===== config.mk =====
export PLATFORM = sky130hd
export DESIGN_NAME = angle_sequencer
export DESIGN_NICKNAME = d
export VERILOG_FILES = /design/src/rtl/angle_sequencer_pkg.sv /design/src/rtl/angle_sequencer.sv
export SDC_FILE = /design/constraint.sdc
export NUM_CORES = 1
export LEC_CHECK = 0
export ABC_AREA = 0
export CORE_MARGIN = 10
export CORE_UTILIZATION = 54
export CTS_CLUSTER_SIZE = 28
export DETAILED_ROUTE_END_ITERATION = 12
export HOLD_SLACK_MARGIN = 0.06
export PLACE_DENSITY = 0.81
export SYNTH_ARGS = -nofsm -noshare
export SYNTH_HDL_FRONTEND = slang
export SYNTH_SLANG_ARGS = --single-unit

===== constraint.sdc =====
create_clock -name clk -period 6.4 [get_ports clk]
set_input_delay 0.96 -clock clk [delete_from_list [all_inputs] [get_ports clk]]
set_output_delay 0.96 -clock clk [all_outputs]
set_load 0.02 [all_outputs]

===== src/rtl/angle_sequencer_pkg.sv =====
// Shared NABP configuration: angle bus geometry, sweep step and sequencer state encoding.
package angle_sequencer_pkg;

    localparam int kAngleLength = 10;
    localparam int kAngleStep   = 1;
    localparam int kAngle180    = 180;
    localparam int kAngle45     = 45;
    localparam int kAngle90     = 90;
    localparam int kAngle135    = 135;

    typedef enum logic [2:0] {
        S_IDLE   = 3'd0,
        S_SETUP  = 3'd1,
        S_ISSUE  = 3'd2,
        S_WAIT   = 3'd3,
        S_NEXT   = 3'd4,
        S_FINISH = 3'd5
    } state_t;

endpackage


===== src/rtl/angle_sequencer.sv =====
// Steps the projection angle from 0 to kAngle180 (exclusive), offering each angle downstream
// and waiting for the processor to finish it before advancing.
module angle_sequencer
    import angle_sequencer_pkg::*;
#(
    parameter int kAngleLength = angle_sequencer_pkg::kAngleLength,
    parameter int kAngleStep   = angle_sequencer_pkg::kAngleStep,
    parameter int kAngle180    = angle_sequencer_pkg::kAngle180
) (
    input  logic                    clk,
    input  logic                    reset,
    input  logic                    start,
    input  logic                    proc_ready,
    input  logic                    proc_done,
    output logic [kAngleLength-1:0] angle,
    output logic                    angle_valid,
    output logic                    busy,
    output logic                    done
);

    state_t                  state;
    state_t                  state_next;
    logic [kAngleLength-1:0] angle_next;
    logic [kAngleLength:0]   angle_sum;

    // One extra bit so the last step past kAngle180 cannot wrap back into range.
    assign angle_sum = {1'b0, angle} + (kAngleLength + 1)'(kAngleStep);

    always_ff @(posedge clk) begin
        if (reset) begin
            state <= S_IDLE;
            angle <= '0;
        end else begin
            state <= state_next;
            angle <= angle_next;
        end
    end

    // Handshake: an angle transfers on the rising edge where angle_valid && proc_ready;
    // angle stays frozen while angle_valid is high and proc_done only counts in WAIT.
    always_comb begin
        state_next = state;
        angle_next = angle;
        case (state)
            S_IDLE: begin
                if (start) begin
                    state_next = S_SETUP;
                    angle_next = '0;
                end
            end
            S_SETUP:  state_next = S_ISSUE;
            S_ISSUE:  if (proc_ready) state_next = S_WAIT;
            S_WAIT:   if (proc_done) state_next = S_NEXT;
            S_NEXT: begin
                if (angle_sum >= (kAngleLength + 1)'(kAngle180)) begin
                    state_next = S_FINISH;
                end else begin
                    angle_next = angle_sum[kAngleLength-1:0];
                    state_next = S_SETUP;
                end
            end
            S_FINISH: state_next = S_IDLE;
            default:  state_next = S_IDLE;
        endcase
    end

    assign angle_valid = (state == S_ISSUE);
    assign busy        = (state != S_IDLE);
    assign done        = (state == S_FINISH);

endmodule


==> metrics <==
Clock Latency Late Sink=roughly 0.29 ns; vias in the first global route=802; final hold vios=0; setup violators final=0; TNS Setup=0 ns; Antenna diodes=0; first-pass GRT wire length=3.77 mm; Vias/cell=6.01; worst setup path startpoint=state[2]; total CTS buffers=3; reg2reg start=angle[0]; Die H=between 60 and 70 um; max-cap viol count=0; Final Skew=0.0127 ns; cts repair resizes=0; Net Count, Synth=129; Final min period=2.68 ns; Syn Area/Cell=7.66 um2; Max VDD drop=roughly 0.12 mV; antenna violations before repair=0; most frequent cells in the layout=clkdlybuf4s50_1, dfxtp_1, nand2_1, nor2_1, nand2b_1; clk buf depth=2; flops & latches, synth=13; Initial Utilization=0.593; pin count of the biggest net entering global routing=25; TritonCTS sink count=13; Startpoint Class=flip-flop; CTS tree=built; Antenna Nets Post-Route=0; CP arrival=1.72 ns; synth unique cells=42; worst hold slack=0.496 ns; pwr dens=143 nW/um2; DRT iter0 DRCs=16; CP max FO=14; Avg WL per Cell=14.7 um; CTS H-tree lvls=1; relative slew slack=0.513; Worst Path Required=5.44 ns; sequential area share after synthesis=0.278; hold_buf cts=0; Overflow after GRT=0; core area=around 1600 um2; DRT Wirelength=2.24 mm; Leak=0.370 nW; clock transition at the registers of the reported paths=about 0.090 ns; drc violations=0; gp weighted congestion=0.877; Die Wd=61.6 um; GRT Total Usage=0.132; most common cell after layout, fill and taps aside=clkdlybuf4s50_1; Hold Path Origin=angle[9]; share of cells above drive strength 1=0.0584; Yosys warning total=0; Crit Path Class=reg -> out; hpwl dp=1.64 mm; status=completed; nets=145; synth-to-layout area growth=20.3%; port bufs=17; HP Class=reg -> reg; Pre-Repair DR Iteration Count=4; io pins=18; Fmax achieved=about 370 MHz; DR vias=around 900; worst-margin pin slew=0.728 ns; synth top area cells=dfxtp_1, nand2b_1, nand2_1, nor2_1, nor3_1; Rows=14; Worst Setup End Kind=output port; Post-Syn Area=935 um2; Root Driver=clkbuf_4; RSZ-0062 raised after global routing=false; cell taking the most area after synthesis=dfxtp_1; Die Area=3800 um2; Synth Instances=122; FF-to-FF setup slack=about 4.0 ns; number of setup buffers added after CTS=0; period utilization=0.420; Yosys top cell area share=0.278; fin. max-slew vios=0
==> cell families after synthesis <==
logic type	count (synthesis)	synth area share
adders and majority gates	2	0.0268
AOI/OAI and AO/OA	31	0.266
and+or+nand+nor	61	0.351
muxes	2	0.0214
DFF	13	0.278
buffers and inverters	13	0.0562
==> final cells by class <==
cell class	count	area (um2)
clock buffer	4	26.3
multi-input combinational	96	622
timing repair buffer	17	170
inverter	7	26.3
fill	136	452
tap	16	20.0
sequential	13	260
==> worst max-delay path, cell delays in order, from the launching register on <==
cell and delay (ns):
dfxtp_1 0.46, nor2b_1 0.22, nor2b_1 0.14, clkdlybuf4s50_1 0.61
==> Yosys cell counts (all sizes together) <==
master  instances
dfxtp          13
nand2          11
nor2           11
nand2b         10
inv             7
nor3            7
o21ai           7
a21oi           4
a31oi           4
nand3b          4
buf             3
clkbuf          3
nand3           3
or2             3
a32oi           2
and2            2
and3            2
ha              2
mux2i           2
nor2b           2
nor4            2
o22ai           2
a211oi          1
a21o            1
a31o            1
a32o            1
a41oi           1
and4b           1
nand4           1
nor3b           1
o211a           1
o211ai          1
o21a            1
o311ai          1
o31ai           1
o32a            1
o32ai           1
or2b            1
==> flip-flops by register name, indices dropped and copies added (netlist names) <==
register and cells:
angle 10, state 3
==> report_power, final <==
part / switching [mW] / internal, mW
combinational: 0.0138 / 0.0105
sequential: 0.00190 / 0.0822
clock: 0.0283 / 0.0243
==> path summary, 6_finish.rpt <==
kind | end | cells past startpoint
max | angle_valid | 3
min | angle[9] | 1
max reg2reg | angle[1] | 6
min reg2reg | angle[9] | 1
==> metal layers <==
layer,vias to the layer above,GRT usage,part of all wire
met3,4,0.0494,0.075
met5,-,0,0
met4,0,0.0573,0.017
li1,470,-,-
met2,21,0.196,0.44
met1,425,0.166,0.47
==> stage by stage <==
step                      power [mW]  worst slack, ns  utilization  area [um2]  std cells
after detailed placement       0.110             3.87        0.697        1100        149
after floorplan                0.101             4.22            -         935        122
after CTS                      0.163             3.69        0.713        1120        153
after global routing           0.169             3.60        0.713        1120        153
after global placement         0.110             3.94        0.697        1100        149
final                          0.161             3.72        0.713        1120        153
(Power assumes the default switching activity.)
